### src/rtl/store_checker_exp_fifo.sv
// rtl/store_checker_exp_fifo.sv - expected-store table, circular FIFO with occupancy count
module exp_fifo #(
    parameter int W     = 64,
    parameter int DEPTH = 4
) (
    input  logic         clk,
    input  logic         reset,
    input  logic         clr,
    input  logic         push,
    input  logic         pop,
    input  logic [W-1:0] push_data,
    output logic         full,
    output logic         empty,
    output logic         one_left,
    output logic [W-1:0] head
);

    localparam int PW = $clog2(DEPTH);
    localparam int CW = $clog2(DEPTH + 1);

    logic [W-1:0]  mem [DEPTH];
    logic [PW-1:0] wr_ptr_q, wr_ptr_d;
    logic [PW-1:0] rd_ptr_q, rd_ptr_d;
    logic [CW-1:0] count_q, count_d;
    logic          do_push, do_pop;

    assign full     = (count_q == CW'(DEPTH));
    assign empty    = (count_q == '0);
    assign one_left = (count_q == CW'(1));
    assign do_push  = push && !full && !clr;
    assign do_pop   = pop && !empty && !clr;
    assign head     = mem[rd_ptr_q];

    // Pointers wrap naturally because DEPTH is a power of two.
    always_comb begin
        wr_ptr_d = wr_ptr_q;
        rd_ptr_d = rd_ptr_q;
        count_d  = count_q;
        if (clr) begin
            wr_ptr_d = '0;
            rd_ptr_d = '0;
            count_d  = '0;
        end else begin
            if (do_push) wr_ptr_d = wr_ptr_q + PW'(1);
            if (do_pop)  rd_ptr_d = rd_ptr_q + PW'(1);
            count_d = count_q + CW'(do_push) - CW'(do_pop);
        end
    end

    always_ff @(posedge clk or negedge reset) begin
        if (!reset) begin
            wr_ptr_q <= '0;
            rd_ptr_q <= '0;
            count_q  <= '0;
        end else begin
            wr_ptr_q <= wr_ptr_d;
            rd_ptr_q <= rd_ptr_d;
            count_q  <= count_d;
        end
    end

    always_ff @(posedge clk) begin
        if (do_push) mem[wr_ptr_q] <= push_data;
    end

endmodule

### config.mk
export PLATFORM = sky130hd
export DESIGN_NAME = exp_fifo
export DESIGN_NICKNAME = d
export VERILOG_FILES = /design/src/rtl/store_checker_exp_fifo.sv
export SDC_FILE = /design/constraint.sdc
export NUM_CORES = 1
export LEC_CHECK = 0
export BUFFER_PORTS_ARGS = -buffer_cell sky130_fd_sc_hd__buf_2
export CORE_ASPECT_RATIO = 0.7
export CORE_MARGIN = 2
export CORE_UTILIZATION = 45
export DETAILED_ROUTE_END_ITERATION = 12
export PLACE_DENSITY = 0.62
export SYNTH_ARGS = -nofsm -noshare
export SYNTH_HDL_FRONTEND = slang
export SYNTH_SLANG_ARGS = --single-unit
### constraint.sdc
create_clock -name clk -period 6.8 [get_ports clk]
set_clock_uncertainty 0.15 [all_clocks]
set_input_delay 0.68 -clock clk [delete_from_list [all_inputs] [get_ports clk]]
set_output_delay 0.68 -clock clk [all_outputs]
set_load 0.02 [all_outputs]
### Word level (Yosys, flattened, before mapping)

Memories as Yosys holds them, arrays and structs flattened.
Index checks and enable logic that the tools add are counted.

* mux-type cells: 7
* add/subtract/negate cells: 4
* eq/ne operators: 2
* reductions and logical operators: 10

Operator list (number)
* 2-to-1 mux 2 bit: 4
* adder 2 x 1 -> 2 bit, second input constant: 2
* logical AND 1 bit: 4
* nonzero test 2 bit: 2
* adder 3 x 1 -> 3 bit: 1
* == test 3 x 1 -> 1 bit, second input constant: 1
* == test 3 bit, second input constant: 1
* logical NOT 1 bit: 3
* logical NOT 3 bit: 1
* 2-to-1 mux 3 bit: 1
* subtractor 3 x 1 -> 3 bit: 1
* 2-to-1 mux 1 bit: 2

* memories kept: 1
* output and inout bits: 67
* memory bits (writable): 256
* register bits: 7
* word-level logic and storage cells: 27

Memories
* mem: depth 4, width 64, rd ports 1, clocked after Yosys merged registers in 0, write ports 1, line 21 `logic [W-1:0] mem [DEPTH];`

### Longest topological paths before layout

* depth in word-level cells: 7
* depth in mapped cells: 10
* gate-level depth less buffers: 10

### Worst setup path before layout

Ideal clock, no wire load.

* kind: input port to flip-flop
* start point: input clr
* end point: memory mem[0][0], enable pin
* stages on the path: 3
* path buffers: 1
* required time: 6.221 ns
* setup slack: 3.483 ns
* arrival time: 2.738 ns
* library setup time: 0.429 ns
* cells stage by stage: clkbuf_1 -> nor3_1 -> and2_1

* cells in the longest elaborated chain, start to end: 4

Ends and longest elaborated chain
* start: declaration: line 8 `input logic clr,`
* logical NOT 1 bit: line 30 `assign do_push = push && !full && !clr;`
* logical AND 1 bit: line 30
* 2-to-1 mux 1 bit: line 63 `if (do_push) mem[wr_ptr_q] <= push_data;`
* 2-to-1 mux 1 bit (not written as such): line 63
* end: declaration: line 21

Every way passes these cells.

### Worst setup path after layout

* start point: register rd_ptr_q[0]
* end point: output head[29]

* cells in the longest elaborated chain, start to end: 1

Ends and longest elaborated chain
* start: declaration: line 23 `logic [PW-1:0] rd_ptr_q, rd_ptr_d;`
* start signal: assignment: line 57 `rd_ptr_q <= rd_ptr_d;`
* memory (4 x 64 bit)
* end: declaration: line 15 `output logic [W-1:0] head`

Every way passes these cells.

==> impl_metrics.env <==
export IMPL_worstSetupStartpointType="register"
export IMPL_synth_seq_cells=263
export IMPL_postCtsSetupBuffers=0
export IMPL_num_vias=4338
export IMPL_r2r_start="count_q[2]$_DFF_PN0_"
export IMPL_min_to="mem[2][63]$_DFFE_PP_"
export IMPL_rsz0062_at_grt="no"
export IMPL_power_density_nw_per_um2=357
export IMPL_synth_nets=458
export IMPL_final_layout_size_suffix_gt1_share_pct=43.3
export IMPL_yosysUniqueCellTypes=25
export IMPL_hold_depth=1
export IMPL_fillerInstances=1612
export IMPL_cts_tree="yes"
export IMPL_synth_top_family_by_area="multiplexers"
export IMPL_ctsRootBufferMaster="clkbuf_16"
export IMPL_required_ns=5.97
export IMPL_r2r_end="mem[2][26]$_DFFE_PP_"
export IMPL_synthTopCellsByArea="edfxtp_1 (79%), mux4_2 (15%), dfrtp_1 (1.8%), ha_1 (0.77%), buf_6 (0.58%)"
export IMPL_place_inst=780
export IMPL_synth_top_cell_area_share_pct=79.2
export IMPL_grt_pass1_wl_um=26500
export IMPL_slew_headroom_pct=30.3
export IMPL_finalSetupViolCount=0
export IMPL_drc=0
export IMPL_dieArea_um2=22800
export IMPL_grt_max_degree=65
export IMPL_ys_seq_area_share_pct=81.0
export IMPL_drtAntennaViolNets=0
export IMPL_clk_latency_ns=0.50
export IMPL_finalInstanceArea_um2=11400
export IMPL_synth_area_leader_cell="edfxtp_1"
export IMPL_synth_cell_area_um2=9700
export IMPL_r2r_cells=3
export IMPL_synth_most_common_cell="edfxtp_1"
export IMPL_drv_cap=0
export IMPL_synthAdderAreaFrac_pct=0.980
export IMPL_htreeDepth=1
export IMPL_grt_pass1_vias=4678
export IMPL_synthArstFlopShare_pct=2.66
export IMPL_drt_pass1_iterations=6
export IMPL_maxSlewViolCount=0
export IMPL_vias_per_cell=5.26
export IMPL_yosysWarnings=0
export IMPL_cts_sinks=263
export IMPL_dp_slack_ns=3.52
export IMPL_period_needed_ns=3.71
export IMPL_postSynthCellCount=382
export IMPL_ys_flop_type="edfxtp_1"
export IMPL_die_w_um=180
export IMPL_die_h_um=127
export IMPL_fmax_mhz=269
export IMPL_post_dp_cell_area_um2=10600
export IMPL_setup_ws_ns=3.09
export IMPL_rows=44
export IMPL_globalRouteTotalUtil_pct=15.2
export IMPL_yosys_area_share_simple_pct=1.06
export IMPL_syn_area_per_cell_um2=25.4
export IMPL_wl_per_cell_um=20.8
export IMPL_first_iter_violations=282
export IMPL_min_path_type="input pin to register"
export IMPL_drt_wl_total_um=17200
export IMPL_finalCritPeriodShare_pct=54.6
export IMPL_overflow=0
export IMPL_p_leak_nw=3.82
export IMPL_tightest_slew_ns=1.05
export IMPL_antenna_found_initial=4
export IMPL_synth_common_cells="edfxtp_1 (256), mux4_2 (64), dfrtp_1 (7)"
export IMPL_layout_cells_non_filler=824
export IMPL_ioPinCount=136
export IMPL_areaGrowthSynthToFinish_pct=17.8
export IMPL_cp_startpoint="rd_ptr_q[0]$_DFFE_PN0P_"
export IMPL_place_congestion=0.695
export IMPL_fin_util_pct=54.6
export IMPL_io_buffer_count=135
export IMPL_synth_compound_area_share_pct=0.271
export IMPL_core_um2=20900
export IMPL_worst_ep_arrival_time_ns=2.88
export IMPL_fin_nets=608
export IMPL_clk_pin_slew_worst_paths_ns=0.06
export IMPL_path_max_fanout=40
export IMPL_fin_tns_setup_ns=0
export IMPL_hold_viol=0
export IMPL_initial_core_util_pct=46.4
export IMPL_hpwl_um=9740
export IMPL_status="finished clean"
export IMPL_worstSetupPathType="register to primary output"
export IMPL_r2r_slack_ns=4.25
export IMPL_crit_path_end_kind="primary output"
export IMPL_hp_start="push_data[63]"
export IMPL_cts_buffers=25
export IMPL_synth_edf_count=256
export IMPL_synth_mux_area_share_pct=15.0
export IMPL_peakVddDrop_v=0.000209
export IMPL_clock_path_buffers=3
export IMPL_yosys_area_share_xor_xnor_pct=0.361
==> layout make-up <==
cell class	instances	area (um^2)	area share, %
flip-flops and latches	263	7870	68.8
multi-input cells	98	1720	15.1
repair buffers	138	701	6.13
clock buffers	32	652	5.70
well taps	276	345	3.02
clock inverters	10	118	1.03
inverters	6	22.5	0.197
diodes	1	2.50	0.0219
==> cell families (layout without fill, tap and decap cells) <==
logic type,Yosys count,in the layout
AOI/OAI and AO/OA,4,4
xor gates and xnor gates,4,4
adders and majority gates,7,7
buffers and inverters,21,186
DFF,263,263
muxes,65,65
other,0,1
and+or+nand+nor,18,18
==> repair_timing <==
action,in CTS,in global routing
endpoints found under the hold margin,7,0
gates resized for setup,0,0
hold buffers,1,0
==> placed cells by master, fill, tap and decap left out, types with 2 or more instances in the layout <==
cell type / count
mux4_2: 64
clkbuf_1: 7
nor2_1: 6
and2_4: 4
buf_2: 135
nand2b_1: 2
bufinv_16: 3
clkinv_1: 6
inv_1: 6
clkbuf_16: 25
nor3_1: 2
edfxtp_1: 256
buf_4: 2
ha_1: 6
dfrtp_1: 5
xor2_1: 3
==> sequential cells by signal (all words and copies together), names as in the netlist <==
name / count
mem: 256
count_q: 3
rd_ptr_q: 2
wr_ptr_q: 2
==> through the flow <==
stage,hold WS [ns],power (mW)
after floorplan,0.234,2.57
after global placement,0.378,2.81
after detailed placement,0.379,2.82
after CTS,0.215,4.14
after global routing,0.217,4.26
final,0.238,4.08
==> routing by layer <==
metal	GRT usage, %	share of wire (%)	up-vias
met5	0	0.13	-
met4	3.59	2.2	4
met3	5.14	7.0	34
met2	24.5	47	118
met1	20.2	44	2261
li1	-	-	1921
==> worst max-delay path by stage <==
| stage | slack, ns | cells after the start | to |
|---|---|---|---|
| after floorplan | 3.48 | 3 | mem[0][0]$_DFFE_PP_ |
| after global placement | 3.50 | 3 | head[30] |
| after detailed placement | 3.52 | 3 | head[29] |
| after CTS | 2.97 | 3 | head[29] |
| after global routing | 2.86 | 3 | head[29] |
| final | 3.09 | 3 | head[29] |
==> where the power goes <==
part,total (mW),leakage (nW),switching (mW),internal [mW]
Clock,1.32,0.372,0.537,0.783
Sequential,1.95,2.41,0.0737,1.87
Combinational,0.820,1.03,0.455,0.364
Total,4.08,3.82,1.07,3.02
==> worst max-delay path, stage by stage, from the launching register on <==
cell	delay, ns
dfrtp_4	0.78
buf_4	0.75
mux4_2	0.63
buf_2	0.18
Power figures use the tool's default switching activity.
